===== src/rtl/rrc_rd_seq.sv =====
// Read sequencer for the RRC flash macro: it accepts one read request at a time,
// sequences CE/AE/XE/YE then READ, and returns data or a timeout flag through a valid/ready response.
module rrc_rd_seq #(
  parameter int unsigned TSETUP = 2,
  parameter int unsigned TMO    = 64
) (
  input  logic         clk,
  input  logic         resetn,
  input  logic         req_valid,
  output logic         req_ready,
  input  logic [10:0]  req_xadr,
  input  logic [4:0]   req_yadr,
  input  logic         req_ifren,
  output logic         rsp_valid,
  input  logic         rsp_ready,
  output logic [143:0] rsp_data,
  output logic [1:0]   rsp_cr,
  output logic         rsp_err,
  output logic         rr_ce,
  output logic         rr_ae,
  output logic         rr_xe,
  output logic         rr_ye,
  output logic         rr_read,
  output logic         rr_ifren,
  output logic [10:0]  rr_xadr,
  output logic [4:0]   rr_yadr,
  input  logic [143:0] rr_dout,
  input  logic [1:0]   rr_dout_cr,
  input  logic         rr_rdone
);

  typedef enum logic [1:0] {
    IDLE  = 2'd0,
    SETUP = 2'd1,
    READ  = 2'd2,
    RESP  = 2'd3
  } state_t;

  localparam logic [7:0] SETUP_LAST = 8'(TSETUP - 1);
  localparam logic [7:0] TMO_LAST   = 8'(TMO - 1);

  state_t         state_r;
  state_t         state_s;
  logic [7:0]     cnt_r;
  logic [7:0]     cnt_s;
  logic [10:0]    xadr_s;
  logic [4:0]     yadr_s;
  logic           ifren_s;
  logic [143:0]   data_s;
  logic [1:0]     cr_s;
  logic           err_s;
  logic           drive_s;
  logic           read_s;

  // Next-state, counter and next values for every registered output.
  always_comb begin
    state_s = state_r;
    cnt_s   = cnt_r;
    xadr_s  = rr_xadr;
    yadr_s  = rr_yadr;
    ifren_s = rr_ifren;
    data_s  = rsp_data;
    cr_s    = rsp_cr;
    err_s   = rsp_err;
    case (state_r)
      IDLE: begin
        if (req_valid && req_ready) begin
          state_s = SETUP;
          cnt_s   = 8'd0;
          xadr_s  = req_xadr;
          yadr_s  = req_yadr;
          ifren_s = req_ifren;
        end else begin
          state_s = IDLE;
        end
      end
      SETUP: begin
        if (cnt_r == SETUP_LAST) begin
          state_s = READ;
          cnt_s   = 8'd0;
        end else begin
          cnt_s = cnt_r + 8'd1;
        end
      end
      READ: begin
        // rdone takes priority over an expiring timeout on the same edge
        if (rr_rdone) begin
          state_s = RESP;
          data_s  = rr_dout;
          cr_s    = rr_dout_cr;
          err_s   = 1'b0;
        end else if (cnt_r == TMO_LAST) begin
          state_s = RESP;
          data_s  = 144'd0;
          cr_s    = 2'd0;
          err_s   = 1'b1;
        end else begin
          cnt_s = cnt_r + 8'd1;
        end
      end
      RESP: begin
        if (rsp_valid && rsp_ready) begin
          state_s = IDLE;
        end else begin
          state_s = RESP;
        end
      end
      default: begin
        state_s = IDLE;
        cnt_s   = 8'd0;
      end
    endcase
    drive_s = (state_s == SETUP) || (state_s == READ);
    read_s  = (state_s == READ);
  end

  // State, counter and all outputs registered from their next values.
  always_ff @(posedge clk) begin
    if (!resetn) begin
      state_r   <= IDLE;
      cnt_r     <= 8'd0;
      req_ready <= 1'b1;
      rsp_valid <= 1'b0;
      rsp_data  <= 144'd0;
      rsp_cr    <= 2'd0;
      rsp_err   <= 1'b0;
      rr_ce     <= 1'b0;
      rr_ae     <= 1'b0;
      rr_xe     <= 1'b0;
      rr_ye     <= 1'b0;
      rr_read   <= 1'b0;
      rr_ifren  <= 1'b0;
      rr_xadr   <= 11'd0;
      rr_yadr   <= 5'd0;
    end else begin
      state_r   <= state_s;
      cnt_r     <= cnt_s;
      req_ready <= (state_s == IDLE);
      rsp_valid <= (state_s == RESP);
      rsp_data  <= data_s;
      rsp_cr    <= cr_s;
      rsp_err   <= err_s;
      rr_ce     <= drive_s;
      rr_ae     <= drive_s;
      rr_xe     <= drive_s;
      rr_ye     <= drive_s;
      rr_read   <= read_s;
      rr_ifren  <= ifren_s;
      rr_xadr   <= xadr_s;
      rr_yadr   <= yadr_s;
    end
  end

endmodule

===== config.mk =====
export PLATFORM = sky130hd
export DESIGN_NAME = rrc_rd_seq
export DESIGN_NICKNAME = d
export VERILOG_FILES = /design/src/rtl/rrc_rd_seq.sv
export SDC_FILE = /design/constraint.sdc
export NUM_CORES = 1
export LEC_CHECK = 0
export CAP_MARGIN = 20
export CORE_AREA = 3 3 132 134
export CTS_CLUSTER_DIAMETER = 60
export DETAILED_ROUTE_END_ITERATION = 6
export DIE_AREA = 0 0 135 137
export PLACE_DENSITY = 0.76
export SLEW_MARGIN = 20
export SYNTH_ARGS = -nofsm -noshare
export SYNTH_HDL_FRONTEND = slang
export SYNTH_SLANG_ARGS = --single-unit

===== constraint.sdc =====
create_clock -name clk -period 6.2 [get_ports clk]
set_input_delay 0.62 -clock clk [delete_from_list [all_inputs] [get_ports clk]]
set_output_delay 0.62 -clock clk [all_outputs]
set_load 0.005 [all_outputs]

==> results.md, run 1 <==
### STA
* **slew at the pin closest to its max-slew limit** 1.109 ns
* **TNS Setup** 0 ns
* **part of the cycle the worst path needs** 53.21%
* **minimum clock period after layout** 3.299 ns
* **post-route clock skew** 0.008207 ns
* **Min Hold Slack** 0.4557 ns
* **Setup violations, final** 0
* **unrepaired setup endpoints after global routing** no
* **endpoints failing hold** 0
* **relative slew slack** 26.08%
* **final slew viol count** 0
* **maximum achievable frequency** 303.1 MHz

### Floorplanning
* **initial core utilization** 36.16%
* **Total Die Area** 0.01850 mm²
* **Std-Cell Core Area** 0.01641 mm²
* **Placement Rows** 47
* **I/O pin count** 339
* **Die Ht** 137 µm
* **width of the chip** 135 µm

### Run
* **max_cap viols** 0

### Synthesis
* **Netlist cell types** 42
* **FF+latch count, synth** 178
* **synthesis warning total** 0
* **portion of the post-synthesis area used by sequential elements** 60.06%
* **average cell area after synthesis** 11.68 µm²
* **fraction of post-synthesis cell area in the top cell type by area** 60.06%
* **post-synthesis cell type with the largest combined area** sky130_fd_sc_hd__dfxtp_1
* **top area cells in the synthesized netlist** sky130_fd_sc_hd__dfxtp_1 (60%), sky130_fd_sc_hd__a22o_1 (22%), sky130_fd_sc_hd__nand2_1 (2.8%)
* **Syn Nets** 685
* **post-synthesis instance area** 0.005933 mm²
* **synthesized instance count** 508

### Clocking
* **TritonCTS clock tree** built
* **number of clock sinks** 178
* **clock tree buffer depth** 2
* **post-CTS setup-driven buffer insertion count** 0
* **# H-tree levels** 4
* **clock edge transition at the registers on the reported setup and hold paths** 0.07 ns
* **post-cts sizing count** 0
* **count of hold buffers inserted by post-cts repair** 0
* **Root Driver** sky130_fd_sc_hd__clkbuf_16
* **number of buffers created by CTS** 17
* **Clk Latency, worst-skew pair** 0.42 ns

### Routing
* **residual DRC count** 0
* **Antenna Violating Nets Remaining** 0
* **count of TritonRoute iterations in the first routing pass** 4
* **number of DRC violations after detailed-routing iteration 0** 351
* **Met2 Routed Length** 8.648 mm
* **average routed wire per standard cell** 17.34 µm
* **detailed route wirelength on metal3** 1.738 mm
* **ratio of routed vias to standard cells** 4.907
* **M1 wire length** 7.572 mm
* **uppermost metal layer occupied by signal nets** met4
* **WL final** 18.37 mm
* **total via count after detailed routing** 5196

### Setup path
* **timing startpoint of the critical path** resetn
* **source of the worst register-to-register timing path** state_r[0]$_SDFF_PN0_
* **critical path data arrival time** 3.66 ns
* **Critical R2R Capture** rsp_data[142]$_SDFFE_PN0P_
* **Critical Path End Type** register
* **path depth of the worst reg2reg path** 6
* **Worst Path Max Fanout** 103
* **critical path class** primary input to register
* **Worst R2R Setup Slack** 3.62 ns
* **CP endpoint** rsp_data[107]$_SDFFE_PN0P_
* **CP startpoint kind** primary input
* **Data required, critical path** 6.56 ns

### Place
* **detailed-placement wirelength estimate** 12.99 mm
* **weighted congestion at the end of routability-driven global placement** 0.8037
* **Inst Count DP** 1026
* **number of buffers added on ports** 338
* **placed standard-cell area** 0.009385 mm²

### Pwr
* **Lkg Pwr** 0.003759 µW
* **power density relative to cell area** 240.3 mW/mm²
* **maximum vdd drop** 0.0001761 V

### Finish
* **fin area** 0.01000 mm²
* **leading cell type in the layout, fill and taps excluded** sky130_fd_sc_hd__clkdlybuf4s50_1
* **final antenna diode count** 0
* **number of standard cells in the final layout excluding fillers** 1059
* **share of final-layout standard cells stronger than drive strength 1** 5.602%
* **Nets** 1003
* **area growth from synthesis to layout** 68.56%
* **commonest cells after routing, fill and taps aside** sky130_fd_sc_hd__clkdlybuf4s50_1 (338), sky130_fd_sc_hd__dfxtp_1 (178), sky130_fd_sc_hd__a22o_1 (147)

### GRT
* **remaining global-route overflow** 0
* **number of antenna violations at the first check in global routing** 0
* **global-route wire length before repair** 27.27 mm
* **Total Routing Usage GR** 18.65%
* **number of global-route vias before repair** 4978
* **pin count of the biggest net entering global routing** 104

### Worst hold path
* **class of the most critical hold timing path** register to register

### Outcome
* **status** completed

[synthesized netlist by cell type]
library cell,n
sky130_fd_sc_hd__clkbuf_1,21
sky130_fd_sc_hd__a211oi_1,7
sky130_fd_sc_hd__o221a_4,1
sky130_fd_sc_hd__o31ai_1,3
sky130_fd_sc_hd__o31a_2,1
sky130_fd_sc_hd__a31o_2,1
sky130_fd_sc_hd__buf_4,18
sky130_fd_sc_hd__o22ai_1,3
sky130_fd_sc_hd__or3_1,3
sky130_fd_sc_hd__a21oi_1,22
sky130_fd_sc_hd__nand4_1,2
sky130_fd_sc_hd__clkinv_1,1
sky130_fd_sc_hd__and3_1,3
sky130_fd_sc_hd__o21ai_0,2
sky130_fd_sc_hd__nand4b_1,1
sky130_fd_sc_hd__clkbuf_8,1
sky130_fd_sc_hd__a21o_2,1
sky130_fd_sc_hd__and2_1,5
sky130_fd_sc_hd__or4b_4,1
sky130_fd_sc_hd__o32ai_1,2
sky130_fd_sc_hd__buf_6,1
sky130_fd_sc_hd__a21boi_0,1
sky130_fd_sc_hd__o21ai_1,1
sky130_fd_sc_hd__or2_2,1
sky130_fd_sc_hd__o211ai_1,1
sky130_fd_sc_hd__nor4_2,1
sky130_fd_sc_hd__a22o_1,147
sky130_fd_sc_hd__or4_1,2
sky130_fd_sc_hd__ha_1,9
sky130_fd_sc_hd__nand2_1,44
sky130_fd_sc_hd__nand3_1,4
sky130_fd_sc_hd__a22oi_1,1
sky130_fd_sc_hd__inv_1,4
sky130_fd_sc_hd__buf_1,1
sky130_fd_sc_hd__nor2_1,3
sky130_fd_sc_hd__nor4_1,1
sky130_fd_sc_hd__nand2b_1,3
sky130_fd_sc_hd__and3_2,1
sky130_fd_sc_hd__buf_2,2
sky130_fd_sc_hd__nand3_2,1
sky130_fd_sc_hd__o21bai_1,2
sky130_fd_sc_hd__dfxtp_1,178
[through the flow]
stage	total power (µW)	worst slack [ns]	utilization [%]
finish	2403	2.901	60.95
CTS	2436	2.922	60.79
floorplan	1232	4.082	-
detailed placement	1360	2.495	57.20
global placement	1359	2.537	57.20
global route	2489	2.635	60.95
[layout make-up]
type                       count  area (µm²)
tap                          220       275.3
clock buffer                  19       442.9
timing repair buffer         343        3441
clock inverter                13       145.1
fill                        1329        6406
multi-input combinational    281        2115
sequential                   178        3563
inverter                       5       18.77
[routing by layer]
metal | vias to the layer above | GRT usage, %
met2 | 226 | 29.46
met3 | 27 | 7.610
li1 | 2538 | -
met4 | 0 | 6.831
met5 | - | 0
met1 | 2405 | 23.00
[worst min-delay path by stage]
stage	start	endpoint	slack, ns	cells past startpoint
after floorplan	rr_ifren$_SDFFE_PN0P_	rr_ifren$_SDFFE_PN0P_	0.45	2
after global placement	rr_yadr[3]$_SDFFE_PN0P_	rr_yadr[3]$_SDFFE_PN0P_	0.44	2
after detailed placement	rr_xadr[4]$_SDFFE_PN0P_	rr_xadr[4]$_SDFFE_PN0P_	0.45	2
after CTS	rr_xadr[4]$_SDFFE_PN0P_	rr_xadr[4]$_SDFFE_PN0P_	0.46	2
after global routing	rr_xadr[8]$_SDFFE_PN0P_	rr_xadr[8]$_SDFFE_PN0P_	0.47	2
final	rr_xadr[4]$_SDFFE_PN0P_	rr_xadr[4]$_SDFFE_PN0P_	0.46	2
[report_power, final]
part | total, µW | internal [µW] | switching [µW]
Sequential | 1160 | 1150 | 5.14
Clock | 1070 | 612 | 458
Combinational | 177 | 118 | 58.3
Total | 2400 | 1880 | 521
[registers in the layout (all words and copies together) (netlist names)]
name,count
rsp_err,1
rr_ye,1
rr_read,1
rsp_valid,1
rr_ifren,1
cnt_r,8
rsp_data,144
state_r,2
rsp_cr,2
rr_yadr,5
req_ready,1
rr_xadr,11
[cells by family after synthesis]
kind of cell	synth area share [%]
buffers and inverters	4.576
and+or+nand+nor	6.348
DFF	60.06
adders and majority gates	1.898
AOI/OAI and AO/OA	27.12
[worst max-delay path, stage by stage]
cell and delay (ns):
sky130_fd_sc_hd__clkdlybuf4s50_1 0.75, sky130_fd_sc_hd__clkinv_1 0.73, sky130_fd_sc_hd__a21oi_4 0.34, sky130_fd_sc_hd__buf_4 0.82, sky130_fd_sc_hd__a22o_1 0.27
No activity file was read; power rests on OpenSTA's default activity.
==> run 2, diff against run 1 <==
Settings changed: CORE_AREA 3 3 132 134 to 3 3 129 131, DIE_AREA 0 0 135 137 to 0 0 132 134, PLACE_DENSITY 0.76 to 0.79.
Clock period 6.2 ns to 3.4 ns, I/O delays scaled along.
==> results.md, run 2 (synthesis results as in run 1) <==
### Worst hold path
* **number of cells on the worst hold path** 2, unchanged
* **class of the most critical hold timing path** register to register

### STA
* **unrepaired setup endpoints after global routing** no
* **endpoints failing hold** 0, unchanged
* **TNS Setup** 0 ns, unchanged
* **minimum clock period after layout** 2.343 ns
* **final slew viol count** 0, unchanged
* **relative slew slack** 58.59%, +33 points
* **post-route clock skew** 0.009132 ns, +0.0009249 ns
* **part of the cycle the worst path needs** 68.90%
* **maximum achievable frequency** 426.9 MHz
* **slew at the pin closest to its max-slew limit** 0.6212 ns, -0.4876 ns
* **Setup violations, final** 0, unchanged

### GRT
* **most crowded layer after global routing** met2
* **remaining global-route overflow** 0, unchanged
* **global-route track usage on met1** 23.05%, +0.058 points
* **pin count of the biggest net entering global routing** 89, -14%
* **Total Routing Usage GR** 19.79%, +1.1 points
* **met2 track demand over resource** 32.53%, +3.1 points
* **number of global-route vias before repair** 5197, +4.4%
* **met3 Usage GRT** 8.027%, +0.42 points
* **number of antenna violations at the first check in global routing** 0, unchanged
* **global-route wire length before repair** 28.03 mm, +2.8%

### Finish
* **leading cell type in the layout, fill and taps excluded** sky130_fd_sc_hd__clkdlybuf4s50_1
* **commonest cells after routing, fill and taps aside** sky130_fd_sc_hd__clkdlybuf4s50_1 (338), sky130_fd_sc_hd__dfxtp_1 (178), sky130_fd_sc_hd__a22o_1 (147)
* **number of standard cells in the final layout excluding fillers** 1054, -0.47%
* **max FFs per register** 144, unchanged
* **Storage cell area** 0.003563 mm², unchanged
* **Nets** 1004, +0.10%
* **area growth from synthesis to layout** 68.30%
* **footprint of the multi-input gates** 0.002115 mm², unchanged
* **largest registers** rsp_data x144, rr_xadr x11, cnt_r x8
* **share of final-layout standard cells stronger than drive strength 1** 5.489%, -0.11 points
* **register with the highest flop count** rsp_data
* **final antenna diode count** 0, unchanged
* **fin area** 0.009986 mm², -0.15%
* **layout filler cell count** 1234, -7.1%

### Clocking
* **post-CTS setup-driven buffer insertion count** 0, unchanged
* **Root Driver** sky130_fd_sc_hd__clkbuf_16
* **# H-tree levels** 4, unchanged
* **number of clock sinks** 178, unchanged
* **Clk Latency, worst-skew pair** 0.42 ns, about the same
* **TritonCTS clock tree** built
* **clock edge transition at the registers on the reported setup and hold paths** 0.07 ns, about the same
* **count of hold buffers inserted by post-cts repair** 0, unchanged
* **post-cts sizing count** 0, unchanged
* **number of buffers created by CTS** 17, unchanged
* **clock tree buffer depth** 2, unchanged

### Place
* **placed standard-cell area** 0.009433 mm², +0.51%
* **Inst Count DP** 1024, -0.19%
* **number of buffers added on ports** 338, unchanged
* **weighted congestion at the end of routability-driven global placement** 0.7999, -0.47%
* **detailed-placement wirelength estimate** 12.64 mm, -2.7%

### Routing
* **total via count after detailed routing** 5282, +1.7%
* **number of DRC violations after detailed-routing iteration 0** 222, -37%
* **WL final** 18.03 mm, -1.9%
* **average routed wire per standard cell** 17.10 µm, -1.4%
* **residual DRC count** 0, unchanged
* **count of TritonRoute iterations in the first routing pass** 4, unchanged
* **Antenna Violating Nets Remaining** 0, unchanged
* **ratio of routed vias to standard cells** 5.011, +2.1%

### Setup path
* **critical path class** register to register
* **total stage count of the critical path** 6, +1
* **Data required, critical path** 3.75 ns, -2.81 ns
* **Critical Path End Type** register
* **CP startpoint kind** register
* **path depth of the worst reg2reg path** 6, unchanged
* **critical path data arrival time** 2.69 ns, -0.97 ns
* **slowest cell on the critical path** sky130_fd_sc_hd__or4_1
* **dominant delay contributor by cell family on the critical path** simple AND/OR/NAND/NOR gates
* **Buf/Inv on CP** 1, -2
* **CP peak stage delay** 0.55 ns, -0.27 ns
* **list of cells traversed by the critical path** inv_1 > ha_1 > nand3_2 > a22o_1 > or4_1 > a21oi_1
* **Worst Path Max Fanout** 20, -81%
* **Worst R2R Setup Slack** 1.06 ns, -2.56 ns

### Floorplanning
* **I/O pin count** 339, unchanged
* **initial core utilization** 37.76%, +1.6 points
* **Placement Rows** 46, -2.1%
* **width of the chip** 132 µm, -2.2%
* **Total Die Area** 0.01769 mm², -4.4%
* **Std-Cell Core Area** 0.01571 mm², -4.2%
* **Die Ht** 134 µm, -2.2%

### Pwr
* **Lkg Pwr** 0.003734 µW, -0.66%
* **maximum vdd drop** 0.0003186 V, +81%
* **power density relative to cell area** 430.2 mW/mm², +79%

### Outcome
* **status** completed

### Run
* **max_cap viols** 0, unchanged

-- run 2: cell count changes in the layout (fill, tap and decap cells not counted), sizes merged --
cell	delta
clkbuf	-1
clkinvlp	+4
buf	+1
clkinv	-3
bufinv	-1
inv	-1
-- run 2: power breakdown --
| part | leakage [µW] | internal [µW] | switching (µW) |
|---|---|---|---|
| combinational | 0.00204 | 220 | 108 |
| sequential | 0.00144 | 2100 | 8.93 |
| clock | 0.000258 | 1020 | 842 |
-- run 2: area by class of cell --
class / instances / share of cell area, %
Sequential cell: 178 / 35.68
Timing Repair Buffer: 344 / 34.71
Multi-Input combinational cell: 281 / 21.18
Clock buffer: 18 / 4.298
Tap cell: 216 / 2.706
Clock inverter: 12 / 1.240
Inverter: 5 / 0.1879
-- run 2: final timing paths --
| check | startpoint | end |
|---|---|---|
| setup / recovery | state_r[0]$_SDFF_PN0_ | cnt_r[7]$_SDFFE_PN0P_ |
| hold / removal | rr_xadr[2]$_SDFFE_PN0P_ | rr_xadr[2]$_SDFFE_PN0P_ |
| setup reg to reg | state_r[0]$_SDFF_PN0_ | cnt_r[7]$_SDFFE_PN0P_ |
| hold reg to reg | rr_xadr[2]$_SDFFE_PN0P_ | rr_xadr[2]$_SDFFE_PN0P_ |
-- run 2: routing by layer --
layer / vias to the layer above / wire [µm]
li1: 2539 / -
met1: 2470 / 7287
met2: 243 / 8614
met3: 30 / 1682
met4: 0 / 444
met5: - / 0
-- run 2: per-stage QoR --
step	hold WS (ns)	total power [µW]	util (%)	worst slack (ns)
2_1_floorplan	0.4130	2246	-	1.282
3_3_place_gp	0.4410	2480	60.03	1.088
3_5_place_dp	0.4485	2485	60.03	1.035
4_1_cts	0.4372	4351	63.55	1.070
5_1_grt	0.4625	4458	63.55	0.9253
6_report	0.4560	4296	63.55	1.057
-- run 2: worst reg2reg max path, cell delays in order, from the launching register on --
cell                      delay (ns)
sky130_fd_sc_hd__dfxtp_1        0.35
sky130_fd_sc_hd__inv_1          0.09
sky130_fd_sc_hd__ha_1           0.31
sky130_fd_sc_hd__nand3_2        0.38
sky130_fd_sc_hd__a22o_1         0.44
sky130_fd_sc_hd__or4_1          0.55
sky130_fd_sc_hd__a21oi_1        0.15
==> run 3, diff against run 2 <==
Clock period 3.4 ns to 2.4 ns, I/O delays scaled along.
==> results.md, run 3 (synthesis results as in run 1) <==
### Pwr
* **Lkg Pwr** 0.003749 µW, +0.40%
* **maximum vdd drop** 0.0004759 V, +49%
* **power density relative to cell area** 605.9 mW/mm², +41%
* **overall power** 6067 µW, +41%

### Floorplanning
* **Die Ht** 134 µm, unchanged
* **initial core utilization** 37.76%, unchanged
* **Placement Rows** 46, unchanged
* **width of the chip** 132 µm, unchanged
* **I/O pin count** 339, unchanged
* **Std-Cell Core Area** 0.01571 mm², unchanged
* **Total Die Area** 0.01769 mm², unchanged

### STA
* **Setup violations, final** 0, unchanged
* **post-route clock skew** 0.01123 ns, +0.002102 ns
* **unrepaired setup endpoints after global routing** no
* **relative slew slack** 69.91%, +11 points
* **maximum achievable frequency** 451.5 MHz, +5.8%
* **final slew viol count** 0, unchanged
* **slew at the pin closest to its max-slew limit** 0.4513 ns, -0.1699 ns
* **Min Hold Slack** 0.3604 ns, -0.09566 ns
* **minimum clock period after layout** 2.215 ns, -0.1278 ns
* **part of the cycle the worst path needs** 92.28%, +23 points
* **endpoints failing hold** 0, unchanged
* **TNS Setup** 0 ns, unchanged

### Finish
* **area growth from synthesis to layout** 68.75%
* **final core occ** 63.72%, +0.17 points
* **commonest cells after routing, fill and taps aside** sky130_fd_sc_hd__clkdlybuf4s50_1 (338), sky130_fd_sc_hd__dfxtp_1 (178), sky130_fd_sc_hd__a22o_1 (147)
* **fin area** 0.01001 mm², +0.26%
* **largest registers** rsp_data x144, rr_xadr x11, cnt_r x8
* **register with the highest flop count** rsp_data
* **final antenna diode count** 0, unchanged
* **max FFs per register** 144, unchanged
* **share of final-layout standard cells stronger than drive strength 1** 5.714%, +0.23 points
* **Nets** 1006, +0.20%
* **leading cell type in the layout, fill and taps excluded** sky130_fd_sc_hd__clkdlybuf4s50_1

### Routing
* **count of TritonRoute iterations in the first routing pass** 5, +1
* **residual DRC count** 0, unchanged
* **total via count after detailed routing** 5281, -0.019%
* **Antenna Violating Nets Remaining** 0, unchanged
* **average routed wire per standard cell** 16.75 µm, -2.1%
* **ratio of routed vias to standard cells** 5.001, -0.21%
* **number of DRC violations after detailed-routing iteration 0** 264, +19%
* **WL final** 17.69 mm, -1.9%

### Clocking
* **count of hold buffers inserted by post-cts repair** 0, unchanged
* **number of buffers created by CTS** 17, unchanged
* **clock tree buffer depth** 2, unchanged
* **TritonCTS clock tree** built
* **Clk Latency, worst-skew pair** 0.42 ns, about the same
* **# H-tree levels** 4, unchanged
* **post-CTS setup-driven buffer insertion count** 0, unchanged
* **Root Driver** sky130_fd_sc_hd__clkbuf_16
* **clock edge transition at the registers on the reported setup and hold paths** 0.07 ns, about the same
* **number of clock sinks** 178, unchanged
* **post-cts sizing count** 0, unchanged

### GRT
* **global-route track usage on met1** 22.41%, -0.65 points
* **number of global-route vias before repair** 5255, +1.1%
* **most crowded layer after global routing** met2
* **pin count of the biggest net entering global routing** 87, -2.2%
* **met2 track demand over resource** 31.24%, -1.3 points
* **met3 Usage GRT** 8.740%, +0.71 points
* **number of antenna violations at the first check in global routing** 0, unchanged
* **global-route wire length before repair** 27.61 mm, -1.5%
* **Total Routing Usage GR** 19.34%, -0.44 points
* **remaining global-route overflow** 0, unchanged

### Place
* **detailed-placement wirelength estimate** 12.44 mm, -1.5%
* **placed standard-cell area** 0.009460 mm², +0.29%
* **number of buffers added on ports** 338, unchanged
* **weighted congestion at the end of routability-driven global placement** 0.7978, -0.26%

### Setup path
* **critical path data arrival time** 2.53 ns, -0.16 ns
* **CP peak stage delay** 0.46 ns, -0.09 ns
* **Buf/Inv on CP** 0, -1
* **Data required, critical path** 2.72 ns, -1.03 ns
* **Critical Path End Type** register
* **CP startpoint kind** register
* **most used cell along the critical path** sky130_fd_sc_hd__ha_1
* **list of cells traversed by the critical path** ha_1 > or4b_4 > nor4_1 > o21ai_1 > a21o_2 > ha_1 > and2_1
* **slowest cell on the critical path** sky130_fd_sc_hd__or4b_4
* **dominant delay contributor by cell family on the critical path** simple AND/OR/NAND/NOR gates
* **critical path class** register to register
* **Worst Path Max Fanout** 6, -70%

### Worst hold path
* **class of the most critical hold timing path** primary input to register

### Outcome
* **status** completed

### Run
* **max_cap viols** 0, unchanged

==> run 3: changes by cell type in the layout (fill, tap and decap cells not counted) <==
cell                         previous run  this run
sky130_fd_sc_hd__clkinvlp_4             4         3
sky130_fd_sc_hd__buf_4                  3         4
sky130_fd_sc_hd__inv_6                  4         6
sky130_fd_sc_hd__inv_8                  1         0
sky130_fd_sc_hd__buf_12                 3         4
==> run 3: power by group <==
part           switching, µW  internal [µW]  leakage [µW]
sequential              12.5           2980       0.00144
clock                   1170           1440      0.000261
combinational            153            314       0.00205
total                   1340           4730       0.00375
==> run 3: final cells by class <==
| class | count | area (µm²) |
|---|---|---|
| Tap cell | 216 | 270.3 |
| Multi-Input combinational cell | 281 | 2115 |
| Fill cell | 1257 | 5700 |
| Sequential cell | 178 | 3563 |
| Inverter | 5 | 18.77 |
| Timing Repair Buffer | 346 | 3493 |
| Clock inverter | 12 | 122.6 |
| Clock buffer | 18 | 429.2 |
==> run 3: per-layer routing <==
metal	routed length [µm]	vias up	part of all wire (%)
li1	-	2545	-
met3	1654	32	9.3
met4	480	0	2.7
met1	7194	2448	41
met5	0	-	0
met2	8360	256	47
==> run 3: tightest hold or removal path, stage by stage <==
cell and delay, ns:
sky130_fd_sc_hd__clkdlybuf4s50_1 0.39, sky130_fd_sc_hd__nand2_1 0.05, sky130_fd_sc_hd__a21oi_1 0.05
==> run 3: path summary, 6_finish.rpt <==
path,start,end,slack (ns),depth (start not counted)
worst max-delay path,cnt_r[0]$_SDFFE_PN0P_,rr_ye$_SDFF_PN0_,0.19,7
worst min-delay path,req_xadr[7],rr_xadr[7]$_SDFFE_PN0P_,0.36,3
worst max register to register,cnt_r[0]$_SDFFE_PN0P_,rr_ye$_SDFF_PN0_,0.19,7
worst min register to register,rr_yadr[4]$_SDFFE_PN0P_,rr_yadr[4]$_SDFFE_PN0P_,0.45,2
==> run 3: stage by stage <==
stage                     worst slack (ns)  std cells
after floorplan                     0.2821        508
after global placement              0.2127       1026
after detailed placement            0.1749       1026
after CTS                           0.1772       1056
after global routing               0.05800       1056
final                               0.1852       1056
